`config.mk`:
```
export PLATFORM = sky130hd
export DESIGN_NAME = iic_reg_access_ctrl
export DESIGN_NICKNAME = d
export VERILOG_FILES = /design/src/rtl/iic_reg_access_ctrl.sv
export SDC_FILE = /design/constraint.sdc
export NUM_CORES = 1
export LEC_CHECK = 0
export BUFFER_PORTS_ARGS = -buffer_cell sky130_fd_sc_hd__buf_2
export CORE_ASPECT_RATIO = 1.1
export CORE_UTILIZATION = 52
export CTS_BUF_LIST = sky130_fd_sc_hd__clkbuf_2
export CTS_CLUSTER_DIAMETER = 40
export DETAILED_ROUTE_END_ITERATION = 16
export GPL_TIMING_DRIVEN = 0
export PLACE_DENSITY = 0.78
export SLEW_MARGIN = 25
export SYNTH_ARGS = -nofsm -noshare
export SYNTH_HDL_FRONTEND = slang
export SYNTH_SLANG_ARGS = --single-unit
```
`constraint.sdc`:
```
create_clock -name clk -period 3.8 [get_ports clk]
set_clock_uncertainty 0.05 [all_clocks]
set_input_delay 0.19 -clock clk [delete_from_list [all_inputs] [get_ports clk]]
set_output_delay 0.19 -clock clk [all_outputs]
set_load 0.1 [all_outputs]
```
`src/rtl/iic_reg_access_ctrl.sv`:
```
// iic_reg_access_ctrl
// Turns one register read or write request into the IIC engine's token
// stream. Device address is 7 bits, register address is 8 bits and the
// payload is 1 to 4 bytes. The block checks each ACK, gathers read data
// and returns one response with a status code.
//
// Ports
//   clk, arst        clock; asynchronous active-high reset
//   cmd_*            request: valid/ready handshake, rw, dev, reg, len (bytes-1), wdata
//   resp_*           response: valid/ready handshake, rdata, err
//                    err: 00 ok, 01 addr NACK, 10 reg/data NACK, 11 timeout
//   busy             high from accept until the response is taken
//   tok_data/tok_wr  10-bit token to the transmit FIFO, 1-cycle write strobe
//   tok_full         transmit FIFO full
//   rx_data/rx_wr    9-bit receive word from the engine: [8:1] byte, [0] ACK (0=ACK)
module iic_reg_access_ctrl #(
    parameter int unsigned TIMEOUT_CYCLES = 2000000
) (
    input  logic        clk,
    input  logic        arst,
    input  logic        cmd_valid,
    output logic        cmd_ready,
    input  logic        cmd_rw,
    input  logic [6:0]  cmd_dev,
    input  logic [7:0]  cmd_reg,
    input  logic [1:0]  cmd_len,
    input  logic [31:0] cmd_wdata,
    output logic        resp_valid,
    input  logic        resp_ready,
    output logic [31:0] resp_rdata,
    output logic [1:0]  resp_err,
    output logic        busy,
    output logic [9:0]  tok_data,
    output logic        tok_wr,
    input  logic        tok_full,
    input  logic [8:0]  rx_data,
    input  logic        rx_wr
);

    localparam int unsigned TW        = (TIMEOUT_CYCLES > 1) ? $clog2(TIMEOUT_CYCLES) : 1;
    localparam int unsigned TO_LAST_I = (TIMEOUT_CYCLES == 0) ? 0 : TIMEOUT_CYCLES - 1;
    localparam logic [TW-1:0] TO_LAST = TO_LAST_I[TW-1:0];

    localparam logic [9:0] TOK_START   = 10'b1_0_0000_0000;
    localparam logic [9:0] TOK_STOP    = 10'b1_1_0000_0000;
    localparam logic [9:0] TOK_RD_ACK  = 10'b0_1111_1111_0;
    localparam logic [9:0] TOK_RD_NACK = 10'b0_1111_1111_1;

    typedef enum logic [3:0] {
        IDLE, START, ADDR_W, W_ADDR, REG, W_REG, WDATA, W_WDATA,
        RSTART, ADDR_R, W_ADDR_R, RDATA, W_RDATA, STOP, RESP
    } state_t;

    state_t        state_q, state_d;
    logic          rw_q, rw_d;
    logic [6:0]    dev_q, dev_d;
    logic [7:0]    reg_q, reg_d;
    logic [1:0]    len_q, len_d;
    logic [31:0]   wdata_q, wdata_d;
    logic [1:0]    idx_q, idx_d;
    logic [TW-1:0] tcnt_q, tcnt_d;
    logic          cmd_ready_q, cmd_ready_d;
    logic          busy_q, busy_d;
    logic          resp_valid_q, resp_valid_d;
    logic [31:0]   resp_rdata_q, resp_rdata_d;
    logic [1:0]    resp_err_q, resp_err_d;
    logic [9:0]    tok_data_q, tok_data_d;
    logic          tok_wr_q, tok_wr_d;
    logic          is_wait;
    logic          nack;

    assign nack = rx_data[0];

    always_comb begin
        state_d      = state_q;
        rw_d         = rw_q;
        dev_d        = dev_q;
        reg_d        = reg_q;
        len_d        = len_q;
        wdata_d      = wdata_q;
        idx_d        = idx_q;
        tcnt_d       = tcnt_q;
        cmd_ready_d  = cmd_ready_q;
        busy_d       = busy_q;
        resp_valid_d = resp_valid_q;
        resp_rdata_d = resp_rdata_q;
        resp_err_d   = resp_err_q;
        tok_data_d   = tok_data_q;
        tok_wr_d     = 1'b0;
        is_wait      = 1'b0;

        case (state_q)
            IDLE: begin
                if (cmd_valid) begin
                    rw_d         = cmd_rw;
                    dev_d        = cmd_dev;
                    reg_d        = cmd_reg;
                    len_d        = cmd_len;
                    wdata_d      = cmd_wdata;
                    idx_d        = 2'd0;
                    tcnt_d       = '0;
                    resp_rdata_d = 32'd0;
                    resp_err_d   = 2'b00;
                    cmd_ready_d  = 1'b0;
                    busy_d       = 1'b1;
                    state_d      = START;
                end
            end
            START, RSTART: begin
                if (!tok_full) begin
                    tok_wr_d   = 1'b1;
                    tok_data_d = TOK_START;
                    state_d    = (state_q == START) ? ADDR_W : ADDR_R;
                end
            end
            ADDR_W: begin
                if (!tok_full) begin
                    tok_wr_d   = 1'b1;
                    tok_data_d = {1'b0, dev_q, 1'b0, 1'b1};
                    state_d    = W_ADDR;
                end
            end
            ADDR_R: begin
                if (!tok_full) begin
                    tok_wr_d   = 1'b1;
                    tok_data_d = {1'b0, dev_q, 1'b1, 1'b1};
                    state_d    = W_ADDR_R;
                end
            end
            REG: begin
                if (!tok_full) begin
                    tok_wr_d   = 1'b1;
                    tok_data_d = {1'b0, reg_q, 1'b1};
                    state_d    = W_REG;
                end
            end
            WDATA: begin
                if (!tok_full) begin
                    tok_wr_d   = 1'b1;
                    tok_data_d = {1'b0, wdata_q[{idx_q, 3'b000} +: 8], 1'b1};
                    state_d    = W_WDATA;
                end
            end
            RDATA: begin
                // Last byte gets a NACK so the slave releases SDA before STOP.
                if (!tok_full) begin
                    tok_wr_d   = 1'b1;
                    tok_data_d = (idx_q == len_q) ? TOK_RD_NACK : TOK_RD_ACK;
                    state_d    = W_RDATA;
                end
            end
            W_ADDR, W_ADDR_R: begin
                is_wait = 1'b1;
                if (rx_wr) begin
                    if (nack) begin
                        resp_err_d = 2'b01;
                        state_d    = STOP;
                    end else begin
                        state_d = (state_q == W_ADDR) ? REG : RDATA;
                    end
                end
            end
            W_REG: begin
                is_wait = 1'b1;
                if (rx_wr) begin
                    if (nack) begin
                        resp_err_d = 2'b10;
                        state_d    = STOP;
                    end else begin
                        state_d = rw_q ? RSTART : WDATA;
                    end
                end
            end
            W_WDATA: begin
                is_wait = 1'b1;
                if (rx_wr) begin
                    if (nack) begin
                        resp_err_d = 2'b10;
                        state_d    = STOP;
                    end else if (idx_q == len_q) begin
                        state_d = STOP;
                    end else begin
                        idx_d   = idx_q + 2'd1;
                        state_d = WDATA;
                    end
                end
            end
            W_RDATA: begin
                // ACK bit here was driven by us, so it carries no status.
                is_wait = 1'b1;
                if (rx_wr) begin
                    resp_rdata_d[{idx_q, 3'b000} +: 8] = rx_data[8:1];
                    if (idx_q == len_q) begin
                        state_d = STOP;
                    end else begin
                        idx_d   = idx_q + 2'd1;
                        state_d = RDATA;
                    end
                end
            end
            STOP: begin
                // Respond as soon as STOP is queued; the bus finishes it later.
                if (!tok_full) begin
                    tok_wr_d     = 1'b1;
                    tok_data_d   = TOK_STOP;
                    resp_valid_d = 1'b1;
                    state_d      = RESP;
                end
            end
            RESP: begin
                if (resp_ready) begin
                    resp_valid_d = 1'b0;
                    cmd_ready_d  = 1'b1;
                    busy_d       = 1'b0;
                    state_d      = IDLE;
                end
            end
            default: state_d = IDLE;
        endcase

        // Wait-state timeout; a receive word in the expiry cycle takes priority.
        if (is_wait) begin
            if (rx_wr) begin
                tcnt_d = '0;
            end else if (TIMEOUT_CYCLES != 0 && tcnt_q == TO_LAST) begin
                // Engine presumed stalled: no STOP is queued.
                resp_err_d   = 2'b11;
                resp_valid_d = 1'b1;
                state_d      = RESP;
            end else begin
                tcnt_d = tcnt_q + 1'b1;
            end
        end
    end

    always_ff @(posedge clk or posedge arst) begin
        if (arst) begin
            state_q      <= IDLE;
            rw_q         <= 1'b0;
            dev_q        <= 7'd0;
            reg_q        <= 8'd0;
            len_q        <= 2'd0;
            wdata_q      <= 32'd0;
            idx_q        <= 2'd0;
            tcnt_q       <= '0;
            cmd_ready_q  <= 1'b1;
            busy_q       <= 1'b0;
            resp_valid_q <= 1'b0;
            resp_rdata_q <= 32'd0;
            resp_err_q   <= 2'b00;
            tok_data_q   <= 10'd0;
            tok_wr_q     <= 1'b0;
        end else begin
            state_q      <= state_d;
            rw_q         <= rw_d;
            dev_q        <= dev_d;
            reg_q        <= reg_d;
            len_q        <= len_d;
            wdata_q      <= wdata_d;
            idx_q        <= idx_d;
            tcnt_q       <= tcnt_d;
            cmd_ready_q  <= cmd_ready_d;
            busy_q       <= busy_d;
            resp_valid_q <= resp_valid_d;
            resp_rdata_q <= resp_rdata_d;
            resp_err_q   <= resp_err_d;
            tok_data_q   <= tok_data_d;
            tok_wr_q     <= tok_wr_d;
        end
    end

    assign cmd_ready  = cmd_ready_q;
    assign busy       = busy_q;
    assign resp_valid = resp_valid_q;
    assign resp_rdata = resp_rdata_q;
    assign resp_err   = resp_err_q;
    assign tok_data   = tok_data_q;
    assign tok_wr     = tok_wr_q;

endmodule

```
Word level (Yosys, flattened, before mapping)

Index checks and enable logic that the tools add are counted.

Reductions and logical operators: 15
Shift-type cells: 3
Mux-type cells: 73
Add/sub/neg operators: 3
Equal/unequal tests: 28

Operators with widths:

| kind                                                                    | count |
|---|---|
| 21-bit two-way mux                                                      | 5 |
| 4-bit two-way mux                                                       | 23 |
| 10-bit two-way mux                                                      | 7 |
| 10-bit one-hot mux with 7 select lines                                  | 1 |
| 32-bit two-way mux                                                      | 2 |
| 32-bit one-hot mux with 2 select lines                                  | 1 |
| 4-bit one-hot mux with 13 select lines                                  | 1 |
| 32-bit bitwise mux                                                      | 1 |
| 8-bit by 7-bit variable shift with 32-bit output (first input constant) | 1 |
| 32-bit by 6-bit variable part select with 8-bit output                  | 1 |
| 8-bit by 7-bit variable part select with 32-bit output                  | 1 |
| 4-bit == test (second input constant)                                   | 7 |
| 2-bit two-way mux                                                       | 13 |
| 2-bit inequality test (second input constant)                           | 12 |
| 21-bit by 1-bit adder with 21-bit output (second input constant)        | 1 |
| 21-bit == test (second input constant)                                  | 1 |
| 4-bit by 3-bit == test with 1-bit output (second input constant)        | 4 |
| 1-bit two-way mux                                                       | 13 |
| 2-bit one-hot mux with 3 select lines                                   | 2 |
| 4-bit by 2-bit == test with 1-bit output (second input constant)        | 2 |
| 8-bit AND reduction                                                     | 1 |
| 8-bit OR reduction                                                      | 1 |
| 5-bit negator with 7-bit output                                         | 1 |
| 7-bit nonzero test                                                      | 1 |
| other kinds (13)                                                        | 19 |

Register bits after elaboration: 125
Output and inout port bits: 48
Input bits: 65
Logic and storage cells: 137

Logic depth before layout (Yosys ltp)

Depth in word-level cells: 8
Mapped depth: 8
Gate-level depth less buffers: 6

Worst setup path after synthesis

Ideal clock, no wire load.

Kind: register -> register
Start point: reg idx_q[0]
End point: reg resp_rdata_q[6], in the netlist resp_rdata[6]
Period minus slack after synthesis: 2202 ps
Path slack: 1598 ps
Data required time: 3667 ps
Cell stages (with the launch flop): 8
Path buffers: 2
Data arrival time: 2069 ps
Setup time: 83 ps
Path through: dfrtp_1 > clkbuf_1 > buf_4 > inv_1 > ha_1 > nor4b_2 > nand2_1 > o21ai_0

Word-level cells in the longest chain between the ends: 5
Elaborated cells on any way between the ends: 6
Classes of those cells: add/sub (1); shift (2); mux (3)

RTL lines:

| what                                                                                                                              | RTL line | RTL |
|---|---|---|
| from (decl)                                                                                                                       | 60       | `logic [1:0] idx_q, idx_d;` |
| from (signal assigned)                                                                                                            | 260      | `idx_q <= idx_d;` |
| 5-bit negator with 7-bit output (*)                                                                                               | 192      | `resp_rdata_d[{idx_q, 3'b000} +: 8] = rx_data[8:1];` |
| 8-bit by 7-bit variable part select with 32-bit output / 8-bit by 7-bit variable shift with 32-bit output (equally long branches) | 192      |  |
| 32-bit bitwise mux (*)                                                                                                            | 192      |  |
| 32-bit two-way mux (*)                                                                                                            | 191      | `if (rx_wr) begin` |
| 32-bit one-hot mux with 2 select lines (*)                                                                                        | 92       | `case (state_q)` |
| to (signal assigned)                                                                                                              | 265      | `resp_rdata_q <= resp_rdata_d;` |
| to (decl)                                                                                                                         | 65       | `logic [31:0] resp_rdata_q, resp_rdata_d;` |

Mark *: on every way between the ends. The rest lies on a longest branch, timed or not. The select of a mux whose other input is x is not followed.
A chain may end at the register's enable or synchronous reset.

Final worst setup path

Start point: reg state_q[2]
End point: reg state_q[1]

Word-level cells in the longest chain between the ends: 8
Elaborated cells on any way between the ends: 28
Classes of those cells: eq/ne (14); mux (10); reduce/logical (4)

RTL lines:

| what                                     | RTL line | RTL |
|---|---|---|
| from (decl)                              | 54       | `state_t state_q, state_d;` |
| from (signal assigned)                   | 254      | `state_q <= state_d;` |
| 4-bit by 2-bit == test with 1-bit output | 92, 159  |  |
| 4-bit two-way mux                        | 159      | `state_d = (state_q == W_ADDR) ? REG : RDATA;` |
| 4-bit two-way mux                        | 155      | `if (nack) begin` |
| 4-bit two-way mux                        | 154      | `if (rx_wr) begin` |
| 4-bit one-hot mux with 13 select lines   | 92       |  |
| 4-bit two-way mux                        | 225      | `end else if (TIMEOUT_CYCLES != 0 && tcnt_q == TO_LAST) begin` |
| 4-bit two-way mux                        | 223      | `if (rx_wr) begin` |
| 4-bit two-way mux (*)                    | 222      | `if (is_wait) begin` |
| via state_d[1]                           | 54       |  |

Mark *: on every way through the listed nets, which the timed path passes. The rest lies on a longest branch.

==> metrics <==
status completed; most used cell, CP clkbuf_1; Clock Latency Late Sink 730 ps; DRT Pass-1 Iters 6; pre-CTS setup slack 1150 ps; Crit. Startpoint state_q[2]; core area 11600 um2; Critical Path Source Type flop; Post-Syn Nets 736; Die X 107 um; Synth area leaders dfrtp_1 49%, nand2_1 12%, a22o_1 3.9%, mux4_2 2.9%, o21ai_0 2.5%; area grow syn2layout 27.8%; Commonest cells post-synth 194 x nand2_1, 124 x dfrtp_1, 31 x nor2_1, 31 x o21ai_0, 28 x a22o_1; routability congestion estimate 0.866; clock sink total 125; Cell Rows 41; fillers 886; fin crit period 2840 ps; H-tree level count 4; cts bufs inserted 17; Worst Max-Slew Pin Slew 772 ps; Worst Path Buf+Inv 4; Synth Cell Area 6310 um2; final antenna-violating net count 0; number of distinct library cells after synthesis 72; Synth area leader dfrtp_1; Main synth FF type dfrtp_1; final-report max-slew violation count 0; first-pass GRT wire length 30.1 mm; Post-CTS Setup Bufs 0; Worst Path Arrival 3430 ps; Syn Inst Count 666; total grt overflow 0; ant diodes 0; DRC Markers 0; FF-to-FF End state_q[1]; worst relative slew slack 48.4%; synthesized flop and latch total 125; vias in the first global route 6011; final worst slack 962 ps; placed cell count 929; Hold EP busy; Die H 118 um; initial antenna violation count 0; post-cts resize count 0; register area share after synthesis 49.6%; final wirelength 18.6 mm; worst hold slack 77.9 ps; final setup fails 0; Port Buffer Count 112; top-area cell type share of the netlist area 49.2%; Nets 933; initial core utilization 54.2%; reg2reg path depth 7; Post-Route Setup TNS 0 ps; HP Start cmd_valid; DR WL/cell 18.1 um; Worst EP required 4390 ps; final non-filler cell total 1026; worst-case clock buffer depth 2; CTS tree built; hold depth 4; I/O pins 113; RSZ-0062 raised after global routing no; FF-to-FF setup slack 960 ps; DIE AREA 12600 um2; fmax 352 MHz; vias per cell 5.84; Peak VDD IR 0.461 mV; Worst path max stage delay 580 ps; critical-path cell list buf_2 -> clkbuf_1 -> clkbuf_1 -> nor3_1 -> o21ai_0 -> nand4_1 -> dlygate4sd3_1; Critical Path Slowest Stage Cell dlygate4sd3_1; via count 5991; Pwr per Cell Area 737 nW/um2; most frequent cell after synthesis nand2_1; largest net degree at the start of global routing 93; DRC violation total after the first TritonRoute iteration 531; Critical Path Fanout Max 10; final worst-path cycle share 74.7%; layout cell share with drive strength beyond 1 22.4%; root buffer cell clkbuf_2; EDFF count, synth 0; yosys synthesis warning count 0; Setup Crit Path Kind reg -> reg; Leak 3.94 nW; maxcap violations 0; Hold Path Class in -> reg; clk slew on worst S/H paths 200 ps; Post-Syn Area per Cell 9.47 um2; FFs w/ async S/R, synth 100%; Final Hold Vio Count 0; GRT Resource Usage Total 31.2%; Worst path top cell family by delay buffers and inverters; Reg2Reg Launch Point state_q[2]; Setup crit end kind flop; DP Wirelength 12.4 mm
layout by cell type, fill, tap and decap left out, types with 6 or more instances in the layout:
| cell | instances |
|---|---|
| a21oi_1 | 22 |
| nand3_1 | 17 |
| o21ai_1 | 6 |
| xor2_1 | 9 |
| o211ai_1 | 11 |
| nor3_1 | 9 |
| mux2_2 | 9 |
| or3_1 | 7 |
| dfrtp_1 | 124 |
| nand2b_1 | 6 |
| dlygate4sd3_1 | 65 |
| nand4_1 | 9 |
| a22oi_1 | 6 |
| o211a_1 | 6 |
| buf_2 | 129 |
| o21ai_0 | 31 |
| clkbuf_1 | 16 |
| a22o_1 | 28 |
| clkbuf_2 | 17 |
| nand2_1 | 194 |
| nor2_1 | 31 |
| mux4_2 | 8 |
| nor2b_1 | 6 |
where the power goes:
part           internal [W]  total, W  switching [W]
registers           0.00171   0.00198       0.000270
logic              0.000890   0.00288        0.00199
clock network      0.000512   0.00108       0.000568
final cells by class:
class / instances / area, um2 / area share [%]
repair buffers: 178 / 1240 / 15.4
clock buffers: 17 / 85.1 / 1.06
inverters: 7 / 33.8 / 0.419
well taps: 150 / 188 / 2.33
multi-input cells: 496 / 2970 / 36.9
clock inverters: 15 / 233 / 2.89
flip-flops and latches: 125 / 3130 / 38.8
plain buffers: 38 / 183 / 2.27
metrics by stage:
step | instance area (um2) | power [W] | utilization (%)
floorplan | 6310 | 0.00409 | -
global placement | 7060 | 0.00469 | 60.6
detailed placement | 7090 | 0.00477 | 60.9
CTS | 8060 | 0.00591 | 69.2
global route | 8060 | 0.00628 | 69.2
finish | 8060 | 0.00594 | 69.2
cells by family after synthesis:
group	after synthesis	share of synthesized area [%]
buffers and inverters	45	3.31
AND/OR/NAND/NOR	314	23.1
AO/OA/AOI/OAI	145	16.4
flip-flops	125	49.6
multiplexers	21	5.10
XOR/XNOR	11	1.53
adder cells (fa/ha/maj)	5	0.991
layer usage:
layer | share of wire [%] | up-vias | global-route usage [%]
met5 | 0 | - | 0
met1 | 39 | 2933 | 37.9
met4 | 2.9 | 0 | 12.5
met2 | 52 | 245 | 53.1
li1 | - | 2762 | -
met3 | 5.7 | 51 | 7.03
timing repair:
action,CTS,global route
endpoints found under the setup margin,0,0
endpoints found under the hold margin,217,0
hold buffers,65,0
worst min-delay path: stages:
cell	delay (ps)
buf_2	110
or3b_4	250
nor3_2	100
o22a_1	200
sequential cells by signal, indices dropped and copies added, names as in the netlist:
register,cells
resp_err,2
tok_wr,1
tok_data,10
wdata_q,32
cmd_ready,1
reg_q,8
rw_q,1
resp_rdata,32
len_q,2
tcnt_q,21
resp_valid,1
busy,1
idx_q,2
state_q,4
dev_q,7
worst max path at each step:
stage	cells after the start	end	slack, ps
after detailed placement	7	resp_rdata[7]	1150
after floorplan	1	busy	230
final	7	state_q[1]	960
after CTS	8	state_q[1]	1090
after global routing	7	state_q[1]	870
after global placement	2	wdata_q[27]	-1020
(Power assumes the default switching activity.)
